### config.mk
export PLATFORM = sky130hd
export DESIGN_NAME = div_seq_ctrl
export DESIGN_NICKNAME = d
export VERILOG_FILES = /design/src/rtl/div_seq_ctrl.sv
export SDC_FILE = /design/constraint.sdc
export NUM_CORES = 1
export LEC_CHECK = 0
export CORE_MARGIN = 1.5
export CORE_UTILIZATION = 35
export DETAILED_ROUTE_END_ITERATION = 7
export SLEW_MARGIN = 40
export SYNTH_ARGS = -nofsm -noshare
export SYNTH_HDL_FRONTEND = slang
export SYNTH_SLANG_ARGS = --single-unit
### constraint.sdc
create_clock -name clk_i -period 6.2 [get_ports clk_i]
set_input_delay 1.55 -clock clk_i [delete_from_list [all_inputs] [get_ports clk_i]]
set_output_delay 1.55 -clock clk_i [all_outputs]
set_load 0.05 [all_outputs]
### src/rtl/div_seq_ctrl.sv
// Sequencer in front of the RV32M iterative divider: resolves divide-by-zero and signed
// overflow locally, feeds magnitudes to the core, fixes result signs and keeps a one-entry cache.
module div_seq_ctrl (
    input  logic        clk_i,
    input  logic        rst_i,
    input  logic        req_valid_i,
    output logic        req_ready_o,
    input  logic [2:0]  funct3_i,
    input  logic [31:0] op1_i,
    input  logic [31:0] op2_i,
    input  logic        flush_i,
    output logic        resp_valid_o,
    input  logic        resp_ready_i,
    output logic [31:0] resp_data_o,
    output logic        core_start_o,
    output logic [31:0] core_dividend_o,
    output logic [31:0] core_divisor_o,
    input  logic        core_done_i,
    input  logic [31:0] core_quotient_i,
    input  logic [31:0] core_remainder_i
);

    typedef enum logic [2:0] {
        IDLE  = 3'd0,
        START = 3'd1,
        WAIT  = 3'd2,
        RESP  = 3'd3,
        DRAIN = 3'd4
    } state_t;

    function automatic logic [31:0] sign_fix(input logic [31:0] val, input logic neg);
        sign_fix = neg ? (32'd0 - val) : val;
    endfunction

    state_t      r_state;
    state_t      w_next_state;
    logic        w_accept;

    logic        r_cache_vld;
    logic [31:0] r_cache_op1;
    logic [31:0] r_cache_op2;
    logic        r_cache_signed;
    logic [31:0] r_cache_q;
    logic [31:0] r_cache_r;

    logic [31:0] r_op1;
    logic [31:0] r_op2;
    logic        r_signed;
    logic        r_is_rem;
    logic        r_sign1;
    logic        r_sign2;

    logic [31:0] r_resp_data;
    logic [31:0] r_core_dividend;
    logic [31:0] r_core_divisor;

    // Funct3 values outside 1xx decode as DIVU, so signed/rem need funct3[2] set.
    logic        w_signed;
    logic        w_is_rem;
    logic        w_sign1;
    logic        w_sign2;
    logic [31:0] w_mag1;
    logic [31:0] w_mag2;
    logic        w_div_zero;
    logic        w_overflow;
    logic        w_special;
    logic        w_hit;
    logic [31:0] w_special_data;
    logic [31:0] w_hit_data;
    logic [31:0] w_q_fix;
    logic [31:0] w_r_fix;
    logic        w_core_wb;

    assign w_signed   = funct3_i[2] & ~funct3_i[0];
    assign w_is_rem   = funct3_i[2] & funct3_i[1];
    assign w_sign1    = w_signed & op1_i[31];
    assign w_sign2    = w_signed & op2_i[31];
    assign w_mag1     = sign_fix(op1_i, w_sign1);
    assign w_mag2     = sign_fix(op2_i, w_sign2);
    assign w_div_zero = (op2_i == 32'd0);
    assign w_overflow = w_signed && (op1_i == 32'h8000_0000) && (op2_i == 32'hFFFF_FFFF);
    assign w_special  = w_div_zero | w_overflow;
    assign w_hit      = r_cache_vld && (op1_i == r_cache_op1) && (op2_i == r_cache_op2)
                        && (w_signed == r_cache_signed);

    assign w_special_data = w_div_zero ? (w_is_rem ? op1_i : 32'hFFFF_FFFF)
                                       : (w_is_rem ? 32'd0 : 32'h8000_0000);
    assign w_hit_data     = w_is_rem ? r_cache_r : r_cache_q;

    assign w_q_fix   = sign_fix(core_quotient_i, r_sign1 ^ r_sign2);
    assign w_r_fix   = sign_fix(core_remainder_i, r_sign1);
    assign w_core_wb = (r_state == WAIT) && core_done_i && !flush_i;

    assign req_ready_o     = (r_state == IDLE);
    assign resp_valid_o    = (r_state == RESP);
    assign core_start_o    = (r_state == START);
    assign resp_data_o     = r_resp_data;
    assign core_dividend_o = r_core_dividend;
    assign core_divisor_o  = r_core_divisor;

    always_ff @(posedge clk_i or posedge rst_i) begin
        if (rst_i) begin
            r_state <= IDLE;
        end else begin
            r_state <= w_next_state;
        end
    end

    // A flush that coincides with core_done_i in WAIT has nothing left to drain.
    always_comb begin
        w_next_state = r_state;
        w_accept     = 1'b0;
        case (r_state)
            IDLE: begin
                if (!flush_i && req_valid_i) begin
                    w_accept     = 1'b1;
                    w_next_state = (w_special || w_hit) ? RESP : START;
                end
            end
            START: w_next_state = flush_i ? DRAIN : WAIT;
            WAIT: begin
                if (flush_i) begin
                    w_next_state = core_done_i ? IDLE : DRAIN;
                end else if (core_done_i) begin
                    w_next_state = RESP;
                end
            end
            RESP: begin
                if (flush_i || resp_ready_i) begin
                    w_next_state = IDLE;
                end
            end
            DRAIN: begin
                if (core_done_i) begin
                    w_next_state = IDLE;
                end
            end
            default: w_next_state = IDLE;
        endcase
    end

    always_ff @(posedge clk_i or posedge rst_i) begin
        if (rst_i) begin
            r_resp_data     <= 32'd0;
            r_core_dividend <= 32'd0;
            r_core_divisor  <= 32'd0;
            r_cache_vld     <= 1'b0;
        end else begin
            if (w_accept) begin
                if (w_special) begin
                    r_resp_data <= w_special_data;
                end else if (w_hit) begin
                    r_resp_data <= w_hit_data;
                end else begin
                    r_core_dividend <= w_mag1;
                    r_core_divisor  <= w_mag2;
                end
            end
            if (w_core_wb) begin
                r_resp_data <= r_is_rem ? w_r_fix : w_q_fix;
                r_cache_vld <= 1'b1;
            end
        end
    end

    always_ff @(posedge clk_i) begin
        if (w_accept) begin
            r_op1    <= op1_i;
            r_op2    <= op2_i;
            r_signed <= w_signed;
            r_is_rem <= w_is_rem;
            r_sign1  <= w_sign1;
            r_sign2  <= w_sign2;
        end
        if (w_core_wb) begin
            r_cache_op1    <= r_op1;
            r_cache_op2    <= r_op2;
            r_cache_signed <= r_signed;
            r_cache_q      <= w_q_fix;
            r_cache_r      <= w_r_fix;
        end
    end

endmodule
==> metrics.txt, run 1 <==
Setup Slack @ Placement 0.699 ns; total track usage 21.0%; Comb power frac 34.3%; Synth area leader sky130_fd_sc_hd__edfxtp_1; unrepaired setup endpoints after global routing false; antenna diode count 0; instance count of the mapped netlist 1253; number of antenna violations at the first check in global routing 0; source-to-sink clock delay at the later pin of the worst-skew pair between 0.5 and 0.6 ns; Final ANT Viol Nets 0; critical path arrival roughly 5.4 ns; result of the run completed; GR Overflow Total 0; setup ws final 1.20 ns; number of nets in the layout 1625; capturing element type of the critical path flip-flop; TritonCTS clock tree yes; Power Internal approximately 4.6 mW; DRC Markers 0; most frequent cell after synthesis sky130_fd_sc_hd__edfxtp_1; num rows 75; CTS Hold Bufs 0; switching power summed over all nets 2.63 mW; final number of setup-violating endpoints 0; number of sinks on the clock net between 200 and 300; final-report max-slew violation count 0; switching share of power 36.2%; number of buffers between clock root and the deepest sink 3; number of enable flip-flop cells after synthesis 197; maximum capacitance violations 0; 1st-iter DRT viols just over 800; Seq cells post-synth approximately 300; pin count of the biggest net entering global routing 86; final design instance area without fill ~0.019 mm²; final core occ 45.4%; post-CTS repair timing setup buffer count 0; placed wire-length estimate after detailed placement 33300 µm; total via count in the routed design about 11000; Crit Path Max Fanout 40; worst hold margin 0.417 ns; CP Launch Type input port; # IOs around 240; library cell used as clock root buffer sky130_fd_sc_hd__clkbuf_16; share of synthesized registers carrying an async set or reset 33.7%; total placed instance area 0.0179 mm²; Worst Hold Class flip-flop to flip-flop; per-cell via count in the routed design 5.46; vias in the first global route between 10000 and 15000; setup_tns 0 ns; standby leakage power 6.81 nW; wire length of the first global-routing pass 69900 µm; Die X-Extent 209 µm; post-cts resize count 0; Clock Skew roughly 0.017 ns; category of the most critical setup path input port to flip-flop; headroom to the max-slew limit 41.6%; WL final roughly 46000 µm; layout cell share with drive strength beyond 1 13.0%; Avg Synthesized Cell Area about 12 µm²; area share of the leading cell type in the synthesized netlist 39.7%; core region area 0.0419 mm²; H-tree depth reported by CTS 2; part of the cycle the worst path needs approximately 81%; number of buffers created by CTS 34; FILL cells 3821; First-pass DRT Iterations 5; clock transition time at the flip-flop clock pins of the worst setup and hold paths 0.06 ns; detail-routed net length per standard cell 22.6 µm; register share of total power between 30 and 40%; combined area of all synthesized cells between 0.01 and 0.015 mm²; endpoint required time on the critical path 6.59 ns; initial cell density of the core 35.5%; Area contributors post-synth sky130_fd_sc_hd__edfxtp_1 (40%), sky130_fd_sc_hd__dfrtp_1 (17%), sky130_fd_sc_hd__mux2_2 (6.6%); clock network fraction of design power 28.2%; Final Critical Period around 5.0 ns; maximum operating frequency 200 MHz; Yosys warning count 0; number of distinct library cell variants in the gate-level netlist after synthesis 69; power per cell area 382 mW/mm²; Synth top cells by count sky130_fd_sc_hd__edfxtp_1 (197), sky130_fd_sc_hd__dfrtp_1 (100), sky130_fd_sc_hd__xnor2_1 (95); net count of the mapped netlist about 1400; RD Place Congestion 0.858; Fin. Hold Viols 0; Max VDD drop around 0.18 mV; Worst Tran Pin Value around 0.87 ns; Die Height 209 µm; register area share after synthesis 56.5%; number of I/O port buffers 235; overall die area 0.0438 mm²; Syn-to-layout area delta 27.7%; most common flop cell mapped by yosys sky130_fd_sc_hd__edfxtp_1
==> worst paths after layout <==
| kind | start | to | slack, ns | depth (start not counted) |
|---|---|---|---|---|
| max | op1_i[0] | core_divisor_o[2]$_DFFE_PP0P_ | 1.20 | 12 |
| min | r_op1[9]$_DFFE_PP_ | r_cache_op1[9]$_DFFE_PP_ | 0.42 | 0 |
| max reg2reg | r_cache_op2[7]$_DFFE_PP_ | core_divisor_o[2]$_DFFE_PP0P_ | 2.75 | 8 |
| min reg2reg | r_op1[9]$_DFFE_PP_ | r_cache_op1[9]$_DFFE_PP_ | 0.42 | 0 |
| max in group asynchronous | rst_i | resp_data_o[26]$_DFFE_PP0P_ | 3.72 | 3 |
| min in group asynchronous | rst_i | core_dividend_o[4]$_DFFE_PP0P_ | 1.55 | 2 |
==> layout by cell type (no fill, tap or decap), types with 18 or more instances in the layout <==
cell	count
sky130_fd_sc_hd__or4_1	26
sky130_fd_sc_hd__inv_1	37
sky130_fd_sc_hd__o21ai_0	62
sky130_fd_sc_hd__nand3_1	19
sky130_fd_sc_hd__xnor2_1	94
sky130_fd_sc_hd__edfxtp_1	197
sky130_fd_sc_hd__clkdlybuf4s50_1	235
sky130_fd_sc_hd__nor4_1	20
sky130_fd_sc_hd__o31ai_1	22
sky130_fd_sc_hd__nor3_1	23
sky130_fd_sc_hd__o211ai_1	19
sky130_fd_sc_hd__buf_4	26
sky130_fd_sc_hd__nand2b_1	18
sky130_fd_sc_hd__a31oi_1	18
sky130_fd_sc_hd__clkbuf_16	36
sky130_fd_sc_hd__mux2_2	87
sky130_fd_sc_hd__dfrtp_1	100
sky130_fd_sc_hd__nand2_1	71
sky130_fd_sc_hd__xor2_1	69
sky130_fd_sc_hd__a21oi_1	51
sky130_fd_sc_hd__nor2_1	77
==> cell type report <==
class	count	area [µm²]	area share, %
Clock buffer	47	992	5.21
Clock inverter	14	148	0.776
Inverter	41	161	0.848
Multi-Input combinational cell	844	6030	31.7
Sequential cell	297	8420	44.2
Tap cell	539	674	3.54
Timing Repair Buffer	265	2610	13.7
==> cell families after synthesis <==
group	share of synthesized area, %
xor gates and xnor gates	9.64
and+or+nand+nor	11.7
muxes	7.69
adders and majority gates	0.420
buffers and inverters	3.33
DFF	56.5
AOI/OAI and AO/OA	10.7
==> stage by stage <==
stage | instances | power (mW)
final | 2047 | 7.27
after global routing | 2047 | 7.52
after CTS | 2047 | 7.32
after detailed placement | 1986 | 5.26
after global placement | 1985 | 5.24
after floorplan | 1253 | 4.27
==> worst max-delay path: stages <==
cell and delay [ns]:
sky130_fd_sc_hd__clkdlybuf4s50_1 0.48, sky130_fd_sc_hd__buf_4 0.20, sky130_fd_sc_hd__inv_1 0.13, sky130_fd_sc_hd__ha_1 0.21
sky130_fd_sc_hd__or4b_2 0.71, sky130_fd_sc_hd__nor4_4 0.24, sky130_fd_sc_hd__nand4b_1 0.21, sky130_fd_sc_hd__or2_1 0.30
sky130_fd_sc_hd__o211a_1 0.30, sky130_fd_sc_hd__nand2_2 0.15, sky130_fd_sc_hd__buf_4 0.46, sky130_fd_sc_hd__mux2_2 0.40
==> registers in the layout (all words and copies together) (netlist names), 32 cells and up <==
name and flops:
r_op1 32, r_cache_r 32, r_op2 32, r_cache_op1 32
core_dividend_o 32, r_cache_q 32, core_divisor_o 32, resp_data_o 32
r_cache_op2 32
==> power groups by stage <==
| stage | sequential (mW) | clock [mW] | combinational, mW |
|---|---|---|---|
| 4_1_cts | 2.73 | 2.09 | 2.51 |
| 2_1_floorplan | 3.68 | 0 | 0.592 |
| 6_report | 2.73 | 2.05 | 2.49 |
| 3_3_place_gp | 2.76 | 0 | 2.48 |
| 5_1_grt | 2.77 | 2.16 | 2.59 |
| 3_5_place_dp | 2.76 | 0 | 2.50 |
==> per-layer routing <==
| layer | wire length [µm] | GRT usage (%) |
|---|---|---|
| met1 | 20000 | 29.3 |
| met2 | 21700 | 33.9 |
| met3 | 3370 | 3.62 |
| met4 | 1150 | 5.87 |
| met5 | 0 | 0 |
(Power assumes the default switching activity.)
==> run 2, diff against run 1 <==
Clock period 6.2 ns to 4.5 ns, I/O delays scaled along.
==> run 2 against run 1 <==
  * Non-clock buffer count rose by 77
  * Register-to-register slack got worse by 1.4 ns
  * Die area did not move
  * Sequential cell count did not move
  * Largest power group unchanged
  * Final area rose by 3.3%
  * Sequential share of layout area fell by 1.4 points
  * Global-route usage rose by 0.22 points
  * Sequential power rose by 37%
  * Highest routed layer is now met5
  * Hold slack got worse by 0.0020 ns
==> metrics.txt, run 2 (synthesis results as in run 1) <==
result of the run completed; Fin. Hold Viols 0; Clock Skew approximately 0.020 ns; per-cell via count in the routed design 5.40; CP Launch Type input port; setup_tns 0 ns; Final Critical Period roughly 4.0 ns; total via count in the routed design around 11000; part of the cycle the worst path needs around 88%; wire length of the first global-routing pass 70500 µm; Final ANT Viol Nets 0; routed length on met2 22800 µm; Metal-1 WL between 20000 and 25000 µm; TritonCTS clock tree yes; number of buffers between clock root and the deepest sink 3; # IOs 236; library cell used as clock root buffer sky130_fd_sc_hd__clkbuf_16; leading cell type in the layout, fill and taps excluded sky130_fd_sc_hd__clkdlybuf4s50_1; final number of setup-violating endpoints 0; H-tree depth reported by CTS 2; Crit Path Max Fanout 33; maximum capacitance violations 0; Syn-to-layout area delta 32.0%; number of sinks on the clock net a little under 300; core region area 0.0419 mm²; num rows 75; DRC Markers 0; category of the most critical setup path input port to flip-flop; RD Place Congestion 0.911; total placed cells including tap cells 2063; top layer used by detailed routing met5; number of antenna violations at the first check in global routing 1; Die X-Extent ~210 µm; Cell Chain, Critical Path clkdlybuf4s50_1, inv_1, a2111oi_0, nand4_1, or4_1, o211a_1, nand2_2, buf_12, mux2_2; overall die area 0.0438 mm²; detail-routed net length per standard cell 22.2 µm; met3 wire length roughly 3400 µm; final-report max-slew violation count 0; 1st-iter DRT viols 1021; vias in the first global route 11506; Tot Pwr roughly 10 mW; placed wire-length estimate after detailed placement ~35000 µm; maximum operating frequency 251 MHz; critical path arrival 4.36 ns; pin count of the biggest net entering global routing between 60 and 70; CTS Hold Bufs 0; First-pass DRT Iterations 5; highest-count cells in the layout ignoring fill and taps sky130_fd_sc_hd__clkdlybuf4s50_1 (235), sky130_fd_sc_hd__edfxtp_1 (197), sky130_fd_sc_hd__dfrtp_1 (100), sky130_fd_sc_hd__buf_4 (97), sky130_fd_sc_hd__xnor2_1 (94); unrepaired setup endpoints after global routing false; worst stage delay on the critical path 0.65 ns; filler-free cell count of the finished design ~2100; source-to-sink clock delay at the later pin of the worst-skew pair 0.51 ns; number of buffers created by CTS 34; Max VDD drop 0.279 mV; endpoint required time on the critical path around 4.9 ns; Setup Slack @ Placement 0.0240 ns; layout cell share with drive strength beyond 1 about 17%; post-cts resize count 0; initial cell density of the core a little over a third; cell type of the slowest stage on the worst timing path sky130_fd_sc_hd__clkdlybuf4s50_1; Worst Hold Class flip-flop to flip-flop; number of I/O port buffers approximately 240; number of nets in the layout approximately 1700; final core occ 46.9%; Worst Tran Pin Value between 0.6 and 0.7 ns; clock transition time at the flip-flop clock pins of the worst setup and hold paths 0.06 ns; WL final 47300 µm; capturing element type of the critical path flip-flop; post-CTS repair timing setup buffer count 0; Die Height about 210 µm; power per cell area between 500 and 600 mW/mm²; headroom to the max-slew limit 55.4%; total track usage 21.3%; setup ws final between 0.5 and 0.6 ns; standby leakage power 7.17 nW; GR Overflow Total 0
==> run 2: cell types whose count changed in the layout (fill, tap and decap cells not counted), sizes merged <==
cell and change:
clkinvlp -1, bufinv -3, clkbuf +9, buf +77
diode +1, clkinv -4
==> run 2: metal layers <==
| metal | track usage (%) | vias to the layer above |
|---|---|---|
| li1 | - | 5263 |
| met1 | 28.5 | 5696 |
| met2 | 35.9 | 455 |
| met3 | 4.03 | 60 |
| met4 | 4.62 | 2 |
| met5 | 0 | - |
==> run 2: path summary, 6_finish.rpt <==
check | to | depth (start not counted) | slack, ns | start
worst min-delay path | r_cache_op1[22]$_DFFE_PP_ | 0 | 0.42 | r_op1[22]$_DFFE_PP_
worst max register to register | core_dividend_o[11]$_DFFE_PP0P_ | 8 | 1.33 | r_cache_op2[20]$_DFFE_PP_
max in group asynchronous | core_divisor_o[29]$_DFFE_PP0P_ | 3 | 2.50 | rst_i
worst max-delay path | core_dividend_o[11]$_DFFE_PP0P_ | 9 | 0.52 | op1_i[4]
worst min register to register | r_cache_op1[22]$_DFFE_PP_ | 0 | 0.42 | r_op1[22]$_DFFE_PP_
min in group asynchronous | core_dividend_o[7]$_DFFE_PP0P_ | 2 | 1.06 | rst_i
==> run 2: power by group <==
part           internal [mW]  leakage, nW  switching (mW)
registers               3.44         2.99           0.312
clock network           1.66        0.548            1.10
logic                   1.28         3.64            2.21
total                   6.37         7.17            3.63
==> run 2: worst max-delay path, delay by kind of cell <==
kind                   cells  cell delay (ns)
and+or+nand+nor            3             1.01
buffers and inverters      3             1.00
AOI/OAI and AO/OA          2             0.82
muxes                      1             0.36
==> run 2: final cells by class <==
type	instances	area, µm²
Sequential cell	297	8420
Inverter	41	159
Fill cell	3749	22300
Timing Repair Buffer	342	3280
Multi-Input combinational cell	844	6010
Antenna cell	1	2.50
Clock buffer	56	1090
Clock inverter	6	27.5
Tap cell	539	674
==> run 2: through the flow <==
step / instance area [µm²] / hold WS (ns)
after detailed placement: 18500 / 0.405
after floorplan: 14900 / 0.400
after global routing: 19700 / 0.419
after CTS: 19700 / 0.419
final: 19700 / 0.415
after global placement: 18500 / 0.400
==> run 3, diff against run 2 <==
Settings changed: CORE_MARGIN 1.5 to default.
==> run 3 against run 2 <==
  * First-iteration DRC count shrank 11%
  * Critical endpoint is now core_divisor_o[3]$_DFFE_PP0P_
  * Maximum frequency shrank 2.0%
  * Sequential cell count is the same
  * Final area shrank 0.25%
  * Worst setup slack lost 0.081 ns
  * Global-route usage grew 0.29 points
  * Core utilization shrank 0.12 points
  * Largest cell class unchanged
  * Wire length shrank 0.44%
  * Highest routed layer is now met4
  * Final cell count shrank 0.19%
  * Total power grew 0.62%
  * Hold slack lost 0.0077 ns
==> metrics.txt, run 3 (synthesis results as in run 1) <==
Final Critical Period 4.06 ns; DRC Markers 0; clock transition time at the flip-flop clock pins of the worst setup and hold paths 0.06 ns; switching share of power 36.1%; critical path arrival 4.43 ns; source-to-sink clock delay at the later pin of the worst-skew pair 0.51 ns; CP Launch Type input port; switching power summed over all nets between 3 and 4 mW; Clock Skew 0.0284 ns; R2R depth 8; GR Overflow Total 0; Max VDD drop 0.250 mV; register share of total power 37.4%; startpoint of the lowest-slack hold path r_op2[16]$_DFFE_PP_; maximum capacitance violations 0; headroom to the max-slew limit between 50 and 60%; clock network fraction of design power 28.0%; placed wire-length estimate after detailed placement 35500 µm; per-cell via count in the routed design 5.34; CTS Hold Bufs 0; Die X-Extent about 210 µm; number of I/O port buffers roughly 240; capturing element type of the critical path flip-flop; post-CTS repair timing setup buffer count 0; Tot Pwr 10.1 mW; number of buffers between clock root and the deepest sink 3; RD Place Congestion 0.880; total via count in the routed design 11326; overall die area between 0.04 and 0.05 mm²; number of antenna violations at the first check in global routing 0; final number of setup-violating endpoints 0; wire length of the first global-routing pass 71000 µm; unrepaired setup endpoints after global routing false; part of the cycle the worst path needs 90.3%; H-tree depth reported by CTS 2; library cell used as clock root buffer sky130_fd_sc_hd__clkbuf_16; Final ANT Viol Nets 0; WL final 47100 µm; Syn-to-layout area delta 31.6%; antenna diode count 0; num rows 75; Worst Tran Pin Value 0.695 ns; number of buffers created by CTS 34; endpoint required time on the critical path 4.87 ns; First-pass DRT Iterations 5; TritonCTS clock tree yes; standby leakage power 7.16 nW; setup_tns 0 ns; result of the run completed; category of the most critical setup path input port to flip-flop; highest-count cells in the layout ignoring fill and taps sky130_fd_sc_hd__clkdlybuf4s50_1 (235), sky130_fd_sc_hd__edfxtp_1 (197), sky130_fd_sc_hd__dfrtp_1 (100), sky130_fd_sc_hd__buf_4 (99), sky130_fd_sc_hd__xnor2_1 (94); power per cell area 513 mW/mm²; vias in the first global route roughly 11000; number of sinks on the clock net 297; # IOs 236; layout cell share with drive strength beyond 1 17.1%; Fin. Hold Viols 0; Die Height 208 µm; leading cell type in the layout, fill and taps excluded sky130_fd_sc_hd__clkdlybuf4s50_1; 1st-iter DRT viols 913; pin count of the biggest net entering global routing 58; final-report max-slew violation count 0; Crit Path Max Fanout 33; total track usage 21.6%; R2R Path Start r_cache_op1[22]$_DFFE_PP_; reg2reg setup slack 1.31 ns; Worst Hold Class flip-flop to flip-flop; number of nets in the layout 1700; core region area 0.0419 mm²; post-cts resize count 0; worst hold path endpoint r_cache_op2[16]$_DFFE_PP_; initial cell density of the core between 30 and 40%; Power Internal around 6.4 mW; maximum operating frequency 246 MHz; terminus of the critical flop-to-flop path core_divisor_o[3]$_DFFE_PP0P_; Hold Crit Depth 0; Comb power frac 34.6%; detail-routed net length per standard cell 22.2 µm
==> run 3: cell types whose count changed in the layout (fill, tap and decap cells not counted), moves of 2 or more <==
cell,change
sky130_fd_sc_hd__buf_12,-4
sky130_fd_sc_hd__clkbuf_16,-4
sky130_fd_sc_hd__bufinv_16,+4
sky130_fd_sc_hd__clkinv_2,+5
sky130_fd_sc_hd__clkbuf_1,-6
sky130_fd_sc_hd__buf_4,+2
==> run 3: how the worst max path moves through the flow <==
stage | startpoint | end | slack [ns] | cells after the start
after CTS | op1_i[4] | core_divisor_o[3]$_DFFE_PP0P_ | 0.42 | 9
after detailed placement | op1_i[2] | resp_data_o[15]$_DFFE_PP0P_ | 0.04 | 9
after global placement | op1_i[3] | resp_data_o[20]$_DFFE_PP0P_ | 0.01 | 10
final | op1_i[4] | core_divisor_o[3]$_DFFE_PP0P_ | 0.44 | 9
after floorplan | flush_i | core_dividend_o[0]$_DFFE_PP0P_ | 0.44 | 6
after global routing | op1_i[4] | core_divisor_o[3]$_DFFE_PP0P_ | 0.27 | 9
==> run 3: through the flow <==
step | area, µm² | hold slack, ns | instances | util [%] | setup slack, ns
2_1_floorplan | 14900 | 0.400 | 1253 | - | 0.441
3_3_place_gp | 18500 | 0.401 | 2060 | 44.0 | 0.0132
3_5_place_dp | 18500 | 0.405 | 2060 | 44.0 | 0.0404
4_1_cts | 19600 | 0.408 | 2121 | 46.7 | 0.415
5_1_grt | 19600 | 0.418 | 2122 | 46.8 | 0.267
6_report | 19600 | 0.407 | 2122 | 46.8 | 0.438
==> run 3: critical path, stage by stage <==
cell and delay (ns):
sky130_fd_sc_hd__clkdlybuf4s50_1 0.65, sky130_fd_sc_hd__inv_1 0.19, sky130_fd_sc_hd__a2111oi_0 0.52, sky130_fd_sc_hd__nand4_1 0.23
sky130_fd_sc_hd__or4_1 0.60, sky130_fd_sc_hd__o211a_1 0.33, sky130_fd_sc_hd__nand2_2 0.18, sky130_fd_sc_hd__buf_12 0.22
sky130_fd_sc_hd__mux2_2 0.36
==> run 3: area by class of cell <==
type | instances | area, µm²
Multi-Input combinational cell | 844 | 6010
Tap cell | 539 | 674
Clock buffer | 45 | 953
Timing Repair Buffer | 340 | 3210
Fill cell | 3845 | 22300
Clock inverter | 16 | 183
Sequential cell | 297 | 8420
Inverter | 41 | 159
==> run 3: power by group through the flow <==
stage | combinational (mW) | clock (mW) | sequential [mW]
floorplan | 0.816 | 0 | 5.06
global placement | 3.45 | 0 | 3.81
detailed placement | 3.49 | 0 | 3.82
CTS | 3.50 | 2.87 | 3.77
global route | 3.63 | 2.98 | 3.81
finish | 3.48 | 2.82 | 3.76
==> run 3: metal layers <==
metal / track usage, % / up-vias / routed length [µm]
met3: 3.37 / 63 / 3050
met5: 0 / - / 0
met4: 6.31 / 0 / 1240
met2: 35.4 / 444 / 22400
li1: - / 5242 / -
met1: 29.3 / 5577 / 20400
